==> src/rtl/mdu_pkg.sv <==
// Shared definitions for the iterative multiply/divide unit: default width,
// operation encodings and controller states.
package mdu_pkg;

    localparam int MDU_WIDTH = 32;

    typedef enum logic [1:0] {
        MDU_MULT  = 2'b00,
        MDU_MULTU = 2'b01,
        MDU_DIV   = 2'b10,
        MDU_DIVU  = 2'b11
    } mdu_op_e;

    typedef enum logic [1:0] {
        IDLE = 2'b00,
        RUN  = 2'b01,
        FIX  = 2'b10
    } mdu_state_e;

endpackage

==> src/rtl/mdu_step.sv <==
// One combinational iteration on {acc, oper}: a shift-add multiply step or a
// restoring-divide step, selected by i_is_div.
module mdu_step
    import mdu_pkg::*;
#(
    parameter int WIDTH = MDU_WIDTH
) (
    input  logic             i_is_div,
    input  logic [WIDTH-1:0] i_acc,
    input  logic [WIDTH-1:0] i_oper,
    input  logic [WIDTH-1:0] i_m,
    output logic [WIDTH-1:0] o_acc,
    output logic [WIDTH-1:0] o_oper
);

    logic [WIDTH:0]   w_sum;
    logic [WIDTH:0]   w_shift;
    logic [WIDTH-1:0] w_diff;
    logic             w_ge;

    // Multiply: add the multiplicand when the multiplier LSB is set, then shift
    // the {carry, acc, oper} pair right so the product fills {acc, oper}.
    assign w_sum = {1'b0, i_acc} + (i_oper[0] ? {1'b0, i_m} : '0);

    // Divide: partial remainder stays below the divisor, so the difference
    // always fits in WIDTH bits when the trial subtraction succeeds.
    assign w_shift = {i_acc, i_oper[WIDTH-1]};
    assign w_ge    = (w_shift >= {1'b0, i_m});
    assign w_diff  = w_shift[WIDTH-1:0] - i_m;

    always_comb begin
        // NOTE: every output gets a value on every path, so no latch is inferred.
        o_acc  = w_sum[WIDTH:1];
        o_oper = {w_sum[0], i_oper[WIDTH-1:1]};
        if (i_is_div) begin
            o_acc  = w_ge ? w_diff : w_shift[WIDTH-1:0];
            o_oper = {i_oper[WIDTH-2:0], w_ge};
        end
    end

endmodule

==> src/rtl/mult_div_unit.sv <==
// Iterative MULT/MULTU/DIV/DIVU unit holding the HI/LO registers; one bit per
// cycle on magnitudes, with sign correction in a final FIX cycle.
module mult_div_unit
    import mdu_pkg::*;
#(
    parameter int WIDTH = MDU_WIDTH
) (
    input  logic             clk,
    input  logic             rst,
    input  logic             start,
    input  logic [1:0]       op,
    input  logic [WIDTH-1:0] srcA,
    input  logic [WIDTH-1:0] srcB,
    input  logic             mthi,
    input  logic             mtlo,
    output logic             busy,
    output logic             done,
    output logic [WIDTH-1:0] hi,
    output logic [WIDTH-1:0] lo
);

    localparam int CNT_W = $clog2(WIDTH) + 1;

    mdu_state_e         r_state;
    logic [CNT_W-1:0]   r_cnt;
    logic               r_is_div;
    logic               r_neg_q;
    logic               r_neg_r;
    logic               r_dbz;
    logic [WIDTH-1:0]   r_acc;
    logic [WIDTH-1:0]   r_oper;
    logic [WIDTH-1:0]   r_m;
    logic               r_busy;
    logic               r_done;
    logic [WIDTH-1:0]   r_hi;
    logic [WIDTH-1:0]   r_lo;

    logic               w_signed;
    logic               w_is_div;
    logic               w_a_neg;
    logic               w_b_neg;
    logic               w_div_zero;
    logic [WIDTH-1:0]   w_abs_a;
    logic [WIDTH-1:0]   w_abs_b;
    logic [WIDTH-1:0]   w_acc_next;
    logic [WIDTH-1:0]   w_oper_next;
    logic [2*WIDTH-1:0] w_prod;
    logic [2*WIDTH-1:0] w_prod_fix;
    logic [WIDTH-1:0]   w_quot_fix;
    logic [WIDTH-1:0]   w_rem_fix;

    assign w_signed   = (op == MDU_MULT) || (op == MDU_DIV);
    assign w_is_div   = (op == MDU_DIV) || (op == MDU_DIVU);
    assign w_a_neg    = w_signed & srcA[WIDTH-1];
    assign w_b_neg    = w_signed & srcB[WIDTH-1];
    assign w_div_zero = w_is_div && (srcB == '0);
    assign w_abs_a    = w_a_neg ? -srcA : srcA;
    assign w_abs_b    = w_b_neg ? -srcB : srcB;

    mdu_step #(.WIDTH(WIDTH)) u_step (
        .i_is_div (r_is_div),
        .i_acc    (r_acc),
        .i_oper   (r_oper),
        .i_m      (r_m),
        .o_acc    (w_acc_next),
        .o_oper   (w_oper_next)
    );

    // Remainder takes the dividend's sign; product and quotient take a^b.
    assign w_prod     = {r_acc, r_oper};
    assign w_prod_fix = r_neg_q ? -w_prod : w_prod;
    assign w_quot_fix = r_neg_q ? -r_oper : r_oper;
    assign w_rem_fix  = r_neg_r ? -r_acc : r_acc;

    // NOTE: state is updated with non-blocking assignments so every register
    // samples pre-edge values regardless of statement order.
    always_ff @(posedge clk or negedge rst) begin
        if (!rst) begin
            r_state  <= IDLE;
            r_cnt    <= '0;
            r_is_div <= 1'b0;
            r_neg_q  <= 1'b0;
            r_neg_r  <= 1'b0;
            r_dbz    <= 1'b0;
            r_acc    <= '0;
            r_oper   <= '0;
            r_m      <= '0;
            r_busy   <= 1'b0;
            r_done   <= 1'b0;
            r_hi     <= '0;
            r_lo     <= '0;
        end else begin
            r_done <= 1'b0;
            case (r_state)
                IDLE: begin
                    if (start) begin
                        r_is_div <= w_is_div;
                        r_neg_q  <= w_a_neg ^ w_b_neg;
                        r_neg_r  <= w_a_neg;
                        r_cnt    <= '0;
                        r_busy   <= 1'b1;
                        r_acc    <= '0;
                        r_m      <= w_abs_b;
                        if (w_div_zero) begin
                            r_dbz   <= 1'b1;
                            r_oper  <= srcA;
                            r_state <= FIX;
                        end else begin
                            r_dbz   <= 1'b0;
                            r_oper  <= w_abs_a;
                            r_state <= RUN;
                        end
                    end else begin
                        if (mthi) r_hi <= srcA;
                        if (mtlo) r_lo <= srcA;
                    end
                end
                RUN: begin
                    r_acc  <= w_acc_next;
                    r_oper <= w_oper_next;
                    r_cnt  <= r_cnt + CNT_W'(1);
                    if (r_cnt == CNT_W'(WIDTH - 1)) r_state <= FIX;
                end
                FIX: begin
                    if (r_dbz) begin
                        r_lo <= '1;
                        r_hi <= r_oper;
                    end else if (r_is_div) begin
                        r_lo <= w_quot_fix;
                        r_hi <= w_rem_fix;
                    end else begin
                        {r_hi, r_lo} <= w_prod_fix;
                    end
                    r_done  <= 1'b1;
                    r_busy  <= 1'b0;
                    r_state <= IDLE;
                end
                default: begin
                    r_busy  <= 1'b0;
                    r_state <= IDLE;
                end
            endcase
        end
    end

    assign busy = r_busy;
    assign done = r_done;
    assign hi   = r_hi;
    assign lo   = r_lo;

endmodule

==> config.mk <==
export PLATFORM = sky130hd
export DESIGN_NAME = mult_div_unit
export DESIGN_NICKNAME = d
export VERILOG_FILES = /design/src/rtl/mdu_pkg.sv /design/src/rtl/mdu_step.sv /design/src/rtl/mult_div_unit.sv
export SDC_FILE = /design/constraint.sdc
export NUM_CORES = 1
export LEC_CHECK = 0
export CORE_ASPECT_RATIO = 2
export CORE_UTILIZATION = 64
export DETAILED_ROUTE_END_ITERATION = 6
export GPL_TIMING_DRIVEN = 0
export PLACE_DENSITY = 0.93
export SYNTH_ARGS = -nofsm -noshare
export SYNTH_HDL_FRONTEND = slang
export SYNTH_SLANG_ARGS = --single-unit
export TNS_END_PERCENT = 50
==> constraint.sdc <==
create_clock -name clk -period 7.3 [get_ports clk]
set_clock_uncertainty 0.15 [all_clocks]
set_input_delay 1.46 -clock clk [delete_from_list [all_inputs] [get_ports clk]]
set_output_delay 1.46 -clock clk [all_outputs]
set_load 0.02 [all_outputs]
==> results of run 1 <==
[stage by stage]
| step | setup TNS, ns | hold WS [ns] | std cells | util [%] | cell area (µm²) |
|---|---|---|---|---|---|
| floorplan | 0 | 0.300 | 1810 | - | 14400 |
| global placement | -431.99 | 0.311 | 2222 | 72.8 | 16100 |
| detailed placement | 0 | 0.321 | 2223 | 73.0 | 16200 |
| CTS | 0 | 0.335 | 2254 | 75.6 | 16700 |
[per-layer routing]
layer / global-route usage (%) / GRT overflow
met5: 0 / 0
met1: 60.2 / 0
met3: 31.7 / 0
met4: 62.8 / 4
met2: 87.8 / 1
[kinds of logic after synthesis]
group | share of synthesized area [%]
compound gates | 28.1
xor+xnor | 10.7
fa+ha+maj | 6.26
buf+inv | 4.92
flops | 30.2
mux | 2.77
simple gates | 17.0
==> impl_metrics.csv, run 1 <==
group,metric,value,unit
outcome,outcome,"did not finish",
outcome,haltStage,"5_1_grt",
outcome,error_line,"[ERROR GRT-0116] Global routing finished with congestion. Check the congestion regions in the DRC Viewer.",
cts,cts_resized,0,
synthesis,synth_commonest_cells,"o21ai_0, nand2_1, dfrtp_1",
synthesis,synth_area,14400,µm²
synthesis,synth_ff_type,"dfrtp_1",
synthesis,ys_ff_latch,174,
placed_design,pre_cts_ws,1.22,ns
synthesis,syn-num-nets,1952,
synthesis,seq_area_frac_synth,30.2,%
synthesis,yosys.area.top_type,"dfrtp_1",
grt,grt_max_degree,90,
floorplanning,rows,77,
synthesis,synth_edf_count,0,
synthesis,yosysTopAreaCellShare,30.2,%
placed_design,finalWeightedCongestion,1.12,
cts,clockBufferDepth,2,
placed_design,hpwl,47000,µm
cts,cts.sinks,174,
synthesis,synth.most_common_cell,"o21ai_0",
cts,h-tree-depth,4,
cts,cts_root_buf,"clkbuf_16",
synthesis,async_flop_share,100,%
synthesis,ys_types,78,
floorplanning,die_h,214,µm
floorplanning,ios,137,
cts,hold_buffers,0,
grt,grt_use_total,61.2,%
placed_design,io_buffers,136,
grt,grt_pass1_wl,105000,µm
cts,cts_setup_buffers,0,
floorplanning,initial_core_util,65.1,%
grt,grt_overflow,5,
floorplanning,dieWidth,108,µm
synthesis,synth_area_leaders,"dfrtp_1, o21ai_0, ha_1",
synthesis,syn_inst,1810,
grt,grt_pass1_vias,17500,
cts,cts_buffers,17,
synthesis,yosys_warnings,0,
synthesis,synth.avg_cell_area,7.97,µm²
==> run 2: changes to the inputs <==
Settings changed: CORE_ASPECT_RATIO 2 to default, CORE_UTILIZATION 64 to 40, PLACE_DENSITY 0.93 to default, PLACE_DENSITY_LB_ADDON from default to 0.15.
==> impl_metrics.csv, run 2 <==
group,metric,value,unit
outcome,outcome,"finished with violations",
outcome,violations,"max-capacitance violations, max-slew violations",
cts,cts_root_buf,"clkbuf_16",
cts,cts_tree,"yes",
drt,drtIter0Drc,1375,
synthesis,yosysTopAreaCellShare,30.2,%
final_layout,fin_cells,2440,
critical_path,path_delay_family,"simple AND/OR/NAND/NOR gates",
grt,grt_overflow,0,
sta,clock.fmax,0.186,GHz
min_path,min_from,"r_m[6]",
final_layout,fin_nets,2108,
synthesis,yosys.area.top_type,"dfrtp_1",
critical_path,cp-startpoint,"srcB[1]",
critical_path,crit_arrival,5.56,ns
power_and_ir_drop,power.density,552,nW/µm²
cts,cts_buffers,17,
critical_path,path_class,"primary input to flip-flop",
cts,clkSlewWorstSetupHoldPaths,0.07,ns
synthesis,syn_inst,1810,
sta,holdWs,0.325,ns
final_layout,final_common_cell,"o21ai_0",
flow_run,maxCapViolations,1,
floorplanning,die_h,192,µm
sta,tightest_slew,1.56,ns
final_layout,final_core_util,47.7,%
floorplanning,dieWidth,192,µm
floorplanning,ios,137,
critical_path,startpoint_type,"primary input",
drt,finalWirelength,58800,µm
synthesis,seq_area_frac_synth,30.2,%
placed_design,place_inst,2408,
sta,fin_ws,1.92,ns
placed_design,io_buffers,136,
synthesis,syn-num-nets,1952,
drt,vias_per_cell,6.21,
final_layout,area_delta_synth_final,17.6,%
grt,antenna_found_initial,0,
drt,detailroute.via_count,15100,
critical_path,r2r-end,"r_acc[28]",
critical_path,max_stage_delay,0.83,ns
final_layout,layout-drive-gt1-share,2.53,%
critical_path,r2r_slack,1.98,ns
critical_path,crit_fanout,10,
synthesis,synth.most_common_cell,"o21ai_0",
cts,clockBufferDepth,2,
placed_design,pre_cts_ws,1.54,ns
critical_path,cp.required,7.48,ns
final_layout,layout_common_cells,"o21ai_0, nand2_1, dfrtp_1",
drt,antenna_left,0,
grt,grt_max_degree,91,
grt,grt_use_total,32.2,%
drt,drc,0,
critical_path,crit_buf_inv,3,
placed_design,hpwl,45500,µm
critical_path,regToRegStartpoint,"r_oper[0]",
synthesis,synth_commonest_cells,"o21ai_0, nand2_1, dfrtp_1",
floorplanning,dieArea,36800,µm²
grt,grt_pass1_vias,15000,
min_path,hold_path_depth,2,
critical_path,worst_setup_path_end_kind,"flip-flop",
synthesis,synth.avg_cell_area,7.97,µm²
grt,grt_pass1_wl,87900,µm
sta,period_needed,5.38,ns
sta,tns,0,ns
drt,dr.pass1.iters,6,
critical_path,path_cells,"clkdlybuf4s50_1 -> inv_1 -> ha_1 -> or3b_2 -> nor3_1 -> nand3_1 -> nor4_2 -> nor2_1 -> clkbuf_1 -> o21ai_0 -> xor2_1 -> o21ai_0",
sta,timing_max_transition_violations_final,3,
synthesis,synth_area_leaders,"dfrtp_1, o21ai_0, ha_1",
synthesis,synth_area,14400,µm²
synthesis,synth_ff_type,"dfrtp_1",
synthesis,synth_edf_count,0,
drt,wl_per_cell,24.1,µm
sta,rsz0062_at_grt,"no",
floorplanning,core_area,35600,µm²
cts,cts_setup_buffers,0,
sta,slew_headroom,-6.38,%
synthesis,async_flop_share,100,%
critical_path,cpMostUsedCell,"o21ai_0",
final_layout,n_antenna_cell,0,
synthesis,yosys_warnings,0,
power_and_ir_drop,ir_drop,0.000247,V
synthesis,ys_types,78,
cts,clk_latency,0.47,ns
cts,hold_buffers,0,
power_and_ir_drop,leakage,6.99,nW
cts,cts.sinks,174,
synthesis,ys_ff_latch,174,
floorplanning,initial_core_util,40.6,%
sta,hold_viol,0,
floorplanning,rows,69,
min_path,min_path_type,"flip-flop to flip-flop",
cts,cts_resized,0,
sta,finalCritPeriodShare,73.7,%
sta,finalSetupViolCount,0,
critical_path,r2r_cells,13,
min_path,hold_end,"r_m[6]",
cts,h-tree-depth,4,
placed_design,finalWeightedCongestion,0.974,
critical_path,crit_slowest_cell,"nor4_2",
## run 2: power breakdown
group	total, mW	switching [mW]	leakage, nW	internal, mW
Combinational	6.49	3.88	4.64	2.61
Sequential	1.96	0.519	2.09	1.44
Clock	0.928	0.446	0.261	0.482
## run 2: worst min-delay path, delay by kind of cell (launching register included)
kind,cells,cell delay [ns]
and+or+nand+nor,1,0.04
AOI/OAI and AO/OA,1,0.06
DFF,1,0.34
## run 2: worst max-delay path by stage
| stage | endpoint | cells after the start |
|---|---|---|
| 5_1_grt | r_oper[7] | 12 |
| 3_5_place_dp | r_oper[30] | 13 |
| 2_1_floorplan | r_oper[29] | 9 |
| 4_1_cts | r_oper[23] | 12 |
| 6_report | r_oper[7] | 12 |
| 3_3_place_gp | r_m[30] | 1 |
## run 2: per-layer routing
| metal | up-vias | share of wire (%) | global-route usage [%] | wire length, µm |
|---|---|---|---|---|
| li1 | 6940 | - | - | - |
| met1 | 7243 | 38 | 38.0 | 22500 |
| met2 | 772 | 48 | 54.4 | 28100 |
| met3 | 188 | 8.0 | 5.77 | 4690 |
| met4 | 0 | 5.9 | 19.4 | 3490 |
| met5 | - | 0 | 0 | 0 |
## run 2: cell type report
class / instances / area (µm²)
fill: 3628 / 18600
multi-input combinational: 1447 / 9380
sequential: 174 / 4350
timing repair buffer: 137 / 1390
tap: 461 / 577
clock buffer: 21 / 450
buffer: 119 / 448
inverter: 70 / 263
clock inverter: 11 / 109
## run 2: through the flow
stage / cell area, µm² / power (mW)
floorplan: 14400 / 6.32
global placement: 16400 / 8.24
detailed placement: 16400 / 8.31
CTS: 17000 / 9.25
global route: 17000 / 10.1
finish: 17000 / 9.37
## run 2: cell families after synthesis
group	count (synthesis)	share of synthesized area, %
flip-flops	174	30.2
XOR/XNOR	177	10.7
buffers and inverters	189	4.92
AO/OA/AOI/OAI	630	28.1
adder cells (fa/ha/maj)	71	6.26
multiplexers	40	2.77
AND/OR/NAND/NOR	529	17.0
Note: power is estimated with default switching activity, not from simulation.
